`config.mk`:
```
export PLATFORM = sky130hd
export DESIGN_NAME = hazard_scoreboard_flat
export DESIGN_NICKNAME = d
export VERILOG_FILES = /design/src/rtl/hazard_scoreboard_if.sv /design/src/rtl/hazard_scoreboard.sv /design/src/flat_wrapper.sv
export SDC_FILE = /design/constraint.sdc
export NUM_CORES = 1
export LEC_CHECK = 0
export BUFFER_PORTS_ARGS = -buffer_cell sky130_fd_sc_hd__clkbuf_2
export CAP_MARGIN = 20
export CORE_MARGIN = 3
export CORE_UTILIZATION = 48
export CTS_CLUSTER_DIAMETER = 60
export CTS_CLUSTER_SIZE = 24
export DETAILED_ROUTE_END_ITERATION = 7
export PLACE_DENSITY = 0.83
export SKIP_LAST_GASP = 1
export SLEW_MARGIN = 20
export SYNTH_ARGS = -nofsm -noshare
export SYNTH_HDL_FRONTEND = slang
export SYNTH_SLANG_ARGS = --single-unit
```
`constraint.sdc`:
```
create_clock -name clk -period 4.49 [get_ports clk]
set_input_delay 0.6735 -clock clk [delete_from_list [all_inputs] [get_ports clk]]
set_output_delay 0.6735 -clock clk [all_outputs]
set_load 0.02 [all_outputs]
```
`src/rtl/hazard_scoreboard_if.sv`:
```
// Decode-side bundle for hazard_scoreboard: issue, operand, forwarding and load write-back signals.
// Master is decode/pipeline control, slave is the scoreboard; parameters must match the scoreboard's.
interface hazard_scoreboard_if #(
  parameter int NUM_FW      = 2,
  parameter int MAX_PENDING = 4,
  parameter int DATA_W      = 32,
  parameter int REG_AW      = 5
);
  localparam int CW = $clog2(MAX_PENDING + 1);

  logic                     issue_valid_i;
  logic                     issue_is_load_i;
  logic [REG_AW-1:0]        issue_rd_addr_i;
  logic                     rs1_read_enable_i;
  logic                     rs2_read_enable_i;
  logic [REG_AW-1:0]        rs1_addr_i;
  logic [REG_AW-1:0]        rs2_addr_i;
  logic [DATA_W-1:0]        rs1_rf_data_i;
  logic [DATA_W-1:0]        rs2_rf_data_i;
  logic [NUM_FW-1:0]        fw_valid_i;
  logic [NUM_FW*REG_AW-1:0] fw_addr_i;
  logic [NUM_FW*DATA_W-1:0] fw_data_i;
  logic                     flush_i;
  logic                     ld_wb_valid_i;
  logic [REG_AW-1:0]        ld_wb_addr_i;
  logic [DATA_W-1:0]        ld_wb_data_i;
  logic [DATA_W-1:0]        rs1_data_o;
  logic [DATA_W-1:0]        rs2_data_o;
  logic                     stall_req_o;
  logic [CW-1:0]            pending_cnt_o;
  logic                     timeout_o;

  modport master (
    output issue_valid_i, issue_is_load_i, issue_rd_addr_i,
           rs1_read_enable_i, rs2_read_enable_i, rs1_addr_i, rs2_addr_i,
           rs1_rf_data_i, rs2_rf_data_i, fw_valid_i, fw_addr_i, fw_data_i,
           flush_i, ld_wb_valid_i, ld_wb_addr_i, ld_wb_data_i,
    input  rs1_data_o, rs2_data_o, stall_req_o, pending_cnt_o, timeout_o
  );

  modport slave (
    input  issue_valid_i, issue_is_load_i, issue_rd_addr_i,
           rs1_read_enable_i, rs2_read_enable_i, rs1_addr_i, rs2_addr_i,
           rs1_rf_data_i, rs2_rf_data_i, fw_valid_i, fw_addr_i, fw_data_i,
           flush_i, ld_wb_valid_i, ld_wb_addr_i, ld_wb_data_i,
    output rs1_data_o, rs2_data_o, stall_req_o, pending_cnt_o, timeout_o
  );
endinterface

```
`src/rtl/hazard_scoreboard.sv`:
```
// Per-register pending-load scoreboard with operand forwarding; outputs are combinational, tracking updates on the next edge.
// No backpressure of its own: hazards raise stall_req_o to hold decode. Optional stall watchdog: SCOREBOARD_WATCHDOG_EN.
module hazard_scoreboard #(
  parameter int NUM_FW        = 2,
  parameter int MAX_PENDING   = 4,
  parameter int DATA_W        = 32,
  parameter int REG_AW        = 5,
  parameter int STALL_TIMEOUT = 64
) (
  input logic                clk,
  input logic                rst_n,
  hazard_scoreboard_if.slave sb
);
  localparam int NREG = 1 << REG_AW;
  localparam int CW   = $clog2(MAX_PENDING + 1);

  logic [NREG-1:0] r_pending;
  logic [CW-1:0]   r_cnt;
  logic [NREG-1:0] w_pending_nxt;
  logic [CW-1:0]   w_cnt_nxt;
  logic            w_rs1_haz;
  logic            w_rs2_haz;
  logic            w_load;
  logic            w_waw;
  logic            w_full;
  logic            w_stall;
  logic            w_acc;

  // Lowest-index forwarding source wins, then load write-back, then register file.
  function automatic logic [DATA_W-1:0] f_resolve(
    input logic                     en,
    input logic [REG_AW-1:0]        addr,
    input logic [DATA_W-1:0]        rf,
    input logic [NUM_FW-1:0]        fv,
    input logic [NUM_FW*REG_AW-1:0] fa,
    input logic [NUM_FW*DATA_W-1:0] fd,
    input logic                     wv,
    input logic [REG_AW-1:0]        wa,
    input logic [DATA_W-1:0]        wd
  );
    logic [DATA_W-1:0] res;
    res = rf;
    if (wv && (wa == addr)) res = wd;
    for (int k = NUM_FW - 1; k >= 0; k--) begin
      if (fv[k] && (fa[k*REG_AW +: REG_AW] == addr)) res = fd[k*DATA_W +: DATA_W];
    end
    if (!en || (addr == '0)) res = '0;
    return res;
  endfunction

  assign sb.rs1_data_o = f_resolve(sb.rs1_read_enable_i, sb.rs1_addr_i, sb.rs1_rf_data_i,
                                   sb.fw_valid_i, sb.fw_addr_i, sb.fw_data_i,
                                   sb.ld_wb_valid_i, sb.ld_wb_addr_i, sb.ld_wb_data_i);
  assign sb.rs2_data_o = f_resolve(sb.rs2_read_enable_i, sb.rs2_addr_i, sb.rs2_rf_data_i,
                                   sb.fw_valid_i, sb.fw_addr_i, sb.fw_data_i,
                                   sb.ld_wb_valid_i, sb.ld_wb_addr_i, sb.ld_wb_data_i);

  // A register returning this cycle is no longer a hazard: it is forwarded from ld_wb_data_i.
  assign w_rs1_haz = sb.rs1_read_enable_i && (sb.rs1_addr_i != '0) && r_pending[sb.rs1_addr_i] &&
                     !(sb.ld_wb_valid_i && (sb.ld_wb_addr_i == sb.rs1_addr_i));
  assign w_rs2_haz = sb.rs2_read_enable_i && (sb.rs2_addr_i != '0) && r_pending[sb.rs2_addr_i] &&
                     !(sb.ld_wb_valid_i && (sb.ld_wb_addr_i == sb.rs2_addr_i));
  assign w_load    = sb.issue_valid_i && sb.issue_is_load_i;
  assign w_waw     = w_load && (sb.issue_rd_addr_i != '0) && r_pending[sb.issue_rd_addr_i] &&
                     !(sb.ld_wb_valid_i && (sb.ld_wb_addr_i == sb.issue_rd_addr_i));
  assign w_full    = w_load && (r_cnt == CW'(MAX_PENDING)) && !sb.ld_wb_valid_i;
  assign w_stall   = w_rs1_haz || w_rs2_haz || w_waw || w_full;
  assign w_acc     = w_load && !w_stall && !sb.flush_i && (sb.issue_rd_addr_i != '0);

  assign sb.stall_req_o   = w_stall;
  assign sb.pending_cnt_o = r_cnt;

  // Clear before set so a same-cycle write-back and new load to one register leaves it pending.
  always_comb begin
    w_pending_nxt = r_pending;
    if (sb.ld_wb_valid_i) w_pending_nxt[sb.ld_wb_addr_i] = 1'b0;
    if (w_acc)            w_pending_nxt[sb.issue_rd_addr_i] = 1'b1;
    w_pending_nxt[0] = 1'b0;
  end

  always_comb begin
    w_cnt_nxt = r_cnt;
    if (w_acc && !sb.ld_wb_valid_i)                      w_cnt_nxt = r_cnt + CW'(1);
    else if (!w_acc && sb.ld_wb_valid_i && (r_cnt != '0)) w_cnt_nxt = r_cnt - CW'(1);
  end

  always_ff @(posedge clk or negedge rst_n) begin
    if (!rst_n) begin
      r_pending <= '0;
      r_cnt     <= '0;
    end else if (sb.flush_i) begin
      r_pending <= '0;
      r_cnt     <= '0;
    end else begin
      r_pending <= w_pending_nxt;
      r_cnt     <= w_cnt_nxt;
    end
  end

`ifdef SCOREBOARD_WATCHDOG_EN
  localparam int WW = $clog2(STALL_TIMEOUT + 1);

  logic [WW-1:0] r_wd_cnt;
  logic [WW-1:0] w_wd_nxt;
  logic          r_timeout;

  always_comb begin
    w_wd_nxt = '0;
    if (w_stall) w_wd_nxt = (r_wd_cnt == WW'(STALL_TIMEOUT)) ? r_wd_cnt : r_wd_cnt + WW'(1);
  end

  always_ff @(posedge clk or negedge rst_n) begin
    if (!rst_n) begin
      r_wd_cnt  <= '0;
      r_timeout <= 1'b0;
    end else begin
      r_wd_cnt  <= w_wd_nxt;
      r_timeout <= r_timeout || (w_wd_nxt == WW'(STALL_TIMEOUT));
    end
  end

  assign sb.timeout_o = r_timeout;
`else
  assign sb.timeout_o = 1'b0;
`endif
endmodule
```
`src/flat_wrapper.sv`:
```
// flat-port wrapper written by rule: the top's interface ports become plain ports
module hazard_scoreboard_flat 
#(
  parameter int NUM_FW        = 2,
  parameter int MAX_PENDING   = 4,
  parameter int DATA_W        = 32,
  parameter int REG_AW        = 5,
  parameter int STALL_TIMEOUT = 64
)
  (clk, rst_n, sb_issue_valid_i, sb_issue_is_load_i, sb_issue_rd_addr_i, sb_rs1_read_enable_i, sb_rs2_read_enable_i, sb_rs1_addr_i, sb_rs2_addr_i, sb_rs1_rf_data_i, sb_rs2_rf_data_i, sb_fw_valid_i, sb_fw_addr_i, sb_fw_data_i, sb_flush_i, sb_ld_wb_valid_i, sb_ld_wb_addr_i, sb_ld_wb_data_i, sb_rs1_data_o, sb_rs2_data_o, sb_stall_req_o, sb_pending_cnt_o, sb_timeout_o);
  hazard_scoreboard_if #(.NUM_FW(NUM_FW), .MAX_PENDING(MAX_PENDING), .DATA_W(DATA_W), .REG_AW(REG_AW)) sb_i ();
  input logic clk;
  input logic rst_n;
  input wire logic [$bits(sb_i.issue_valid_i)-1:0] sb_issue_valid_i;
  input wire logic [$bits(sb_i.issue_is_load_i)-1:0] sb_issue_is_load_i;
  input wire logic [$bits(sb_i.issue_rd_addr_i)-1:0] sb_issue_rd_addr_i;
  input wire logic [$bits(sb_i.rs1_read_enable_i)-1:0] sb_rs1_read_enable_i;
  input wire logic [$bits(sb_i.rs2_read_enable_i)-1:0] sb_rs2_read_enable_i;
  input wire logic [$bits(sb_i.rs1_addr_i)-1:0] sb_rs1_addr_i;
  input wire logic [$bits(sb_i.rs2_addr_i)-1:0] sb_rs2_addr_i;
  input wire logic [$bits(sb_i.rs1_rf_data_i)-1:0] sb_rs1_rf_data_i;
  input wire logic [$bits(sb_i.rs2_rf_data_i)-1:0] sb_rs2_rf_data_i;
  input wire logic [$bits(sb_i.fw_valid_i)-1:0] sb_fw_valid_i;
  input wire logic [$bits(sb_i.fw_addr_i)-1:0] sb_fw_addr_i;
  input wire logic [$bits(sb_i.fw_data_i)-1:0] sb_fw_data_i;
  input wire logic [$bits(sb_i.flush_i)-1:0] sb_flush_i;
  input wire logic [$bits(sb_i.ld_wb_valid_i)-1:0] sb_ld_wb_valid_i;
  input wire logic [$bits(sb_i.ld_wb_addr_i)-1:0] sb_ld_wb_addr_i;
  input wire logic [$bits(sb_i.ld_wb_data_i)-1:0] sb_ld_wb_data_i;
  output wire logic [$bits(sb_i.rs1_data_o)-1:0] sb_rs1_data_o;
  output wire logic [$bits(sb_i.rs2_data_o)-1:0] sb_rs2_data_o;
  output wire logic [$bits(sb_i.stall_req_o)-1:0] sb_stall_req_o;
  output wire logic [$bits(sb_i.pending_cnt_o)-1:0] sb_pending_cnt_o;
  output wire logic [$bits(sb_i.timeout_o)-1:0] sb_timeout_o;
  assign sb_i.issue_valid_i = sb_issue_valid_i;
  assign sb_i.issue_is_load_i = sb_issue_is_load_i;
  assign sb_i.issue_rd_addr_i = sb_issue_rd_addr_i;
  assign sb_i.rs1_read_enable_i = sb_rs1_read_enable_i;
  assign sb_i.rs2_read_enable_i = sb_rs2_read_enable_i;
  assign sb_i.rs1_addr_i = sb_rs1_addr_i;
  assign sb_i.rs2_addr_i = sb_rs2_addr_i;
  assign sb_i.rs1_rf_data_i = sb_rs1_rf_data_i;
  assign sb_i.rs2_rf_data_i = sb_rs2_rf_data_i;
  assign sb_i.fw_valid_i = sb_fw_valid_i;
  assign sb_i.fw_addr_i = sb_fw_addr_i;
  assign sb_i.fw_data_i = sb_fw_data_i;
  assign sb_i.flush_i = sb_flush_i;
  assign sb_i.ld_wb_valid_i = sb_ld_wb_valid_i;
  assign sb_i.ld_wb_addr_i = sb_ld_wb_addr_i;
  assign sb_i.ld_wb_data_i = sb_ld_wb_data_i;
  assign sb_rs1_data_o = sb_i.rs1_data_o;
  assign sb_rs2_data_o = sb_i.rs2_data_o;
  assign sb_stall_req_o = sb_i.stall_req_o;
  assign sb_pending_cnt_o = sb_i.pending_cnt_o;
  assign sb_timeout_o = sb_i.timeout_o;
  hazard_scoreboard #(.NUM_FW(NUM_FW), .MAX_PENDING(MAX_PENDING), .DATA_W(DATA_W), .REG_AW(REG_AW), .STALL_TIMEOUT(STALL_TIMEOUT)) u_core (.clk(clk), .rst_n(rst_n), .sb(sb_i));
endmodule
```
# ---- Word level (Yosys, flattened, before mapping)
# Cells that the tools add are included.
dict set report word_totals {
  output_inout_bits 69
  ff_bits 35
  wordCells 93
  in_bits 200
}
dict set report classes {
  reduce_logical 48
  n_addsub 2
  bitwise 3
  mux 24
  n_eq_ne 8
  n_lt_le_gt_ge 6
}
# cell n
set ops {}
lappend ops {{2-to-1 mux 32 bit} 11}
lappend ops {{equality test 5 bit} 7}
lappend ops {{AND 32 bit} 1}
lappend ops {{inverter 32 bit} 1}
lappend ops {{OR 32 bit} 1}
lappend ops {{logical AND 1 bit} 27}
lappend ops {{< comparator 5 x 6 -> 1 bit (second input constant)} 4}
lappend ops {{binary-select mux 1 bit (select 5 bit)} 3}
lappend ops {{nonzero test 5 bit} 3}
lappend ops {{demux 1 bit (select 5 bit)} 2}
lappend ops {{>= comparator 5 x 1 -> 1 bit (second input constant)} 2}
lappend ops {{zero test 5 bit} 2}
lappend ops {{zero test 1 bit} 9}
lappend ops {{2-to-1 mux 3 bit} 3}
lappend ops {{nonzero test 3 bit} 2}
lappend ops {{logical OR 1 bit} 5}
lappend ops {{2-to-1 mux 1 bit} 5}
lappend ops {{adder 3 x 1 -> 3 bit (second input constant)} 1}
lappend ops {{equality test 3 bit (second input constant)} 1}
lappend ops {{subtractor 3 x 1 -> 3 bit (second input constant)} 1}

# ---- Depth between registers and ports, before layout
dict set report depth {
  ltp_word 17
  depth_mapped 16
  depth_no_buf 12
}

# ---- Worst setup path after synthesis
# OpenSTA, ideal clock, no wires.
dict set report synth_path {
  path_type {input to register}
  start {in sb_rs1_addr_i[1]}
  end {reg u_core.r_cnt[1], in the netlist u_core.sb.pending_cnt_o[1]}
  path_buffers 3
  stages 14
  setup_ps 82
  setup_slack_ps 700
  arrival_time_ps 3708
  required_time_ps 4408
  cell_sequence {clkbuf_1 -> mux4_2 -> mux2_2 -> a221oi_2 -> a2111oi_2 -> nor4_2 -> and3b_1 -> buf_6 -> buf_2 -> nor2b_1 -> fa_1 -> nand3b_1 -> a21o_1 -> a31oi_1}
}
dict set report synth_between {
  elab_chain_cells 15
  elab_cells_between_ends 23
  classes_between {eq/ne: 1; mux: 4; reduce/logical: 18}
}
# element line
set synth_rtl {}
lappend synth_rtl {{start: declaration} flat_wrapper.sv:19} ;# input wire logic [$bits(sb_i.rs1_addr_i)-1:0] sb_rs1_addr_i;
lappend synth_rtl {{binary-select mux 1 bit (select 5 bit) (tied with other cells)} hazard_scoreboard.sv:59} ;# assign w_rs1_haz = sb.rs1_read_enable_i && (sb.rs1_addr_i != '0) && r_pending[sb.rs1_addr_i] &&
lappend synth_rtl {{2-to-1 mux 1 bit (implied by the code) (tied with other cells)} hazard_scoreboard.sv:59}
lappend synth_rtl {{logical AND 1 bit / zero test 1 bit (equally long branches)} {hazard_scoreboard.sv:59, hazard_scoreboard.sv:60}}
lappend synth_rtl {{logical AND 1 bit (*)} hazard_scoreboard.sv:59}
lappend synth_rtl {{logical OR 1 bit (*) (3 in a row)} hazard_scoreboard.sv:67} ;# assign w_stall = w_rs1_haz || w_rs2_haz || w_waw || w_full;
lappend synth_rtl {{zero test 1 bit (*)} hazard_scoreboard.sv:68} ;# assign w_acc = w_load && !w_stall && !sb.flush_i && (sb.issue_rd_addr_i != '0);
lappend synth_rtl {{logical AND 1 bit (*) (3 in a row)} hazard_scoreboard.sv:68}
lappend synth_rtl {{zero test 1 bit} hazard_scoreboard.sv:84} ;# else if (!w_acc && sb.ld_wb_valid_i && (r_cnt != '0)) w_cnt_nxt = r_cnt - CW'(1);
lappend synth_rtl {{logical AND 1 bit (2 in a row)} hazard_scoreboard.sv:84}
lappend synth_rtl {{nonzero test 3 bit (no source line)} --}
lappend synth_rtl {{end signal: assignment} hazard_scoreboard.sv:96} ;# r_cnt <= w_cnt_nxt;
lappend synth_rtl {{end: declaration} hazard_scoreboard.sv:18} ;# logic [CW-1:0] r_cnt;
# Every way passes the cells marked *; elsewhere a longest branch is shown, timed or not. The select of a mux whose other input is x is not followed.
# A chain may end at the register's enable or synchronous reset.

# ---- Worst setup path in the final report
dict set report layout_path {
  start {in sb_rs1_addr_i[0]}
  end {out sb_rs1_data_o[0]}
}
dict set report layout_between {
  elab_chain_cells 6
  elab_cells_between_ends 12
  classes_between {eq/ne: 3; mux: 4; reduce/logical: 5}
}
# element line
set layout_rtl {}
lappend layout_rtl {{equality test 5 bit} hazard_scoreboard.sv:43} ;# if (wv && (wa == addr)) res = wd;
lappend layout_rtl {{logical AND 1 bit} hazard_scoreboard.sv:43}
lappend layout_rtl {{2-to-1 mux 32 bit} hazard_scoreboard.sv:43}
lappend layout_rtl {{2-to-1 mux 32 bit (2 in a row)} hazard_scoreboard.sv:45} ;# if (fv[k] && (fa[k*REG_AW +: REG_AW] == addr)) res = fd[k*DATA_W +: DATA_W];
lappend layout_rtl {{2-to-1 mux 32 bit (*)} hazard_scoreboard.sv:47} ;# if (!en || (addr == '0)) res = '0;
lappend layout_rtl {{end: declaration} flat_wrapper.sv:30} ;# output wire logic [$bits(sb_i.rs1_data_o)-1:0] sb_rs1_data_o;
# Every way passes the cells marked *; elsewhere a longest branch is shown, timed or not.

==> results.txt <==
Via count -> 6796
RSZ-0062 raised after global routing -> false
Final setup fails -> 0
Slew Limit Headroom -> 0.4203
Ys async rst share -> 1.000
Tcrit/Tclk final -> 0.8666
CTS clk-pin slew, worst paths -> 0.07 ns
Max clock buf depth -> 2
Top post-synthesis cells by area -> mux2i_1 17%, dfrtp_1 16%, nor2_1 9.8%
# DRC -> 0
Hold_buf cts -> 0
Quantity of I/O buffers inserted on ports -> 267
Fin crit period -> 3.891 ns
Reg2Reg Depth -> 11
Largest net degree at the start of global routing -> 65
Status -> completed
Vert. Die Dim -> 111.8 um
Wire per inst -> 20.96 um
Post-Syn Area -> 0.005375 mm^2
Crit Path Class -> primary input to output pin
Fmax -> 0.2570 GHz
Skew final -> 0.004258 ns
Setup TNS -> 0 ns
Gr ovfl total -> 0
Max cap viols -> 0
DP HPWL -> 17910 um
Slack of the worst reg-to-reg path -> 1.10 ns
CTS tree -> done
Critical path required time -> 3.82 ns
Final net count -> 1149
CP Depth -> 11
Final ANT Viol Nets -> 0
# Post-CTS Setup Buffers -> 0
Initial DRC Count -> 1181
Yosys top cell area share -> 0.1676
Leak -> 3.070 nW
Core Region -> 0.01089 mm^2
Crit path max fanout -> 19
Die ar. -> 0.01250 mm^2
Final hold violations -> 0
Initial Util -> 0.4937
H-tree levels -> 2
CP Launch Type -> primary input
CTS resizes -> 0
Final wirelength -> 22830 um
Clk_lat worst skew -> 0.29 ns
Min-Delay Path Class -> primary input to asynchronous set/reset pin
Critical-path top delay cell -> and3_2
Crit path max-delay family -> simple AND/OR/NAND/NOR gates
Worst slew pin tran -> 0.8695 ns
First-pass GRT wire length -> 35280 um
Flops & latches, synth -> 34
Footprint of the multi-input gates -> 0.004160 mm^2
Fin. max-slew vios -> 0
DIE WIDTH -> 111.8 um
Io pins -> 269
RD Place Congestion -> 0.9845
Largest stage delay, worst path -> 0.65 ns
Cells after synthesis -> 733
Drt pass-1 iters -> 5
Power Dens Cells -> 174.3 mW/mm^2
Worst path arrival time -> 3.22 ns
Layout cell share with drive strength beyond 1 -> 0.3435
Antenna cells -> 0
Post-synth EDFFs -> 0
Vias in the first global route -> 6431
Row cnt -> 38
Synth Area per Inst -> 7.333 um^2
GRT Util Overall -> 0.3491
Post-synth top area cell -> mux2i_1
Worst Setup End Kind -> output pin
Mean number of vias per cell -> 6.241
Num CTS Buffers -> 5
Clk root buf -> clkbuf_8
YS warnings -> 0
Worst VDD drop -> 0.1980 mV
Worst R2R Start -> u_core.r_pending[12]
Cell variety after synth -> 58
Reg-to-Reg End -> u_core.sb.pending_cnt_o[1]
Initial antenna violation count -> 0
Seq/Total Area, Yosys -> 0.1583
Filler cells -> 996
Main flop type after synthesis -> dfrtp_1
Syn_nets -> 934
P&R area growth vs syn -> 27.16%
Critical path cell sequence -> clkbuf_2 -> buf_4 -> xor2_1 -> nor4_1 -> and3_2 -> buf_4 -> mux2i_1 -> a211oi_1 -> a21oi_1 -> nor2_1 -> clkbuf_2
Reg area -> 850.8 um^2
Clock Sinks -> 34
Minimum hold slack -> 0.4864 ns
Buffers plus inverters on the worst setup path -> 4
## cells in the final DEF, fill, tap and decap left out, types with 4 or more instances in the layout
master      n
nor2_1    141
a21oi_1    80
mux2i_1    90
inv_1       7
nor3_1      7
and3_2      4
nand2_1    11
nand3b_1   13
xor2_1     24
nor2b_1    23
buf_4      16
nand3_1    13
or3b_2      5
mux2_2      5
a31oi_1     4
xnor2_1    11
nor4_1      8
dfrtp_1    34
mux4_2     10
clkbuf_2  267
o31ai_1    15
nand2b_1    5
clkbuf_8    5
o21ai_0    31
a211oi_1   64
## through the flow
step	utilization	total power [W]	instances	worst slack, ns	area (um^2)
after floorplan	-	0.0006779	733	0.6996	5375
after global placement	0.6180	0.0008992	1081	0.6175	6729
after detailed placement	0.6180	0.0009046	1081	0.4995	6729
after CTS	0.6278	0.001184	1089	0.6244	6835
after global routing	0.6278	0.001254	1089	0.3714	6835
final	0.6278	0.001191	1089	0.5989	6835
## cell families after synthesis
group,Yosys count,synth area share
AND/OR/NAND/NOR,246,0.2193
AO/OA/AOI/OAI,225,0.2670
multiplexers,106,0.2221
buffers and inverters,85,0.07193
XOR/XNOR,35,0.05703
flip-flops,34,0.1583
adder cells (fa/ha/maj),1,0.003725
other,1,0.0006977
## state kept, by name (all words and copies together), names as in the netlist
name	count
u_core.sb.pending_cnt_o	3
u_core.r_pending	31
## worst register-to-register path: stages, from the launching register on
cell and delay [ns]:
dfrtp_1 0.46, mux4_2 0.48, mux2_2 0.28, a221oi_2 0.24
a2111oi_2 0.08, nor4_2 0.45, and3b_1 0.24, nor2b_1 0.16
fa_1 0.44, nand3b_1 0.17, a21o_1 0.19, a31oi_1 0.15
## synth_stat cells (all sizes together), types with 11 or more instances
cell	number
nand3	15
a21oi	80
nand2	11
nor2	141
o31ai	15
mux2i	90
dfrtp	34
o21ai	33
buf	22
nand3b	14
nor2b	23
xor2	24
clkbuf	56
a211oi	64
xnor2	11
## power breakdown
| part | switching, W | total (W) | internal, W |
|---|---|---|---|
| sequential | 0.0000146 | 0.000329 | 0.000315 |
| clock | 0.000116 | 0.000282 | 0.000166 |
| combinational | 0.000346 | 0.000580 | 0.000234 |
## per-layer routing
metal	routed length (um)	track usage	share of wire
met1	9645	0.5138	0.42
met3	2567	0.06848	0.11
met2	10070	0.5248	0.44
met5	0	0	0
met4	549	0.08759	0.024
## final cells by class
| type | count | share of cell area |
|---|---|---|
| Clock inverter | 1 | 0.004393 |
| Timing Repair Buffer | 286 | 0.2219 |
| Clock buffer | 7 | 0.01117 |
| Multi-Input combinational cell | 614 | 0.6086 |
| Sequential cell | 34 | 0.1245 |
| Inverter | 7 | 0.003844 |
| Tap cell | 140 | 0.02563 |
## worst max path at each step
stage	end	from	slack (ns)
after global placement	u_core.sb.pending_cnt_o[1]	sb_rs2_addr_i[0]	0.62
after global routing	sb_rs1_data_o[24]	sb_rs1_addr_i[0]	0.37
final	sb_rs1_data_o[0]	sb_rs1_addr_i[0]	0.60
after floorplan	u_core.sb.pending_cnt_o[1]	sb_rs1_addr_i[1]	0.70
after CTS	sb_rs1_data_o[24]	sb_rs1_addr_i[0]	0.62
after detailed placement	u_core.sb.pending_cnt_o[1]	sb_rs2_addr_i[0]	0.50
Note: power is estimated with default switching activity, not from simulation.
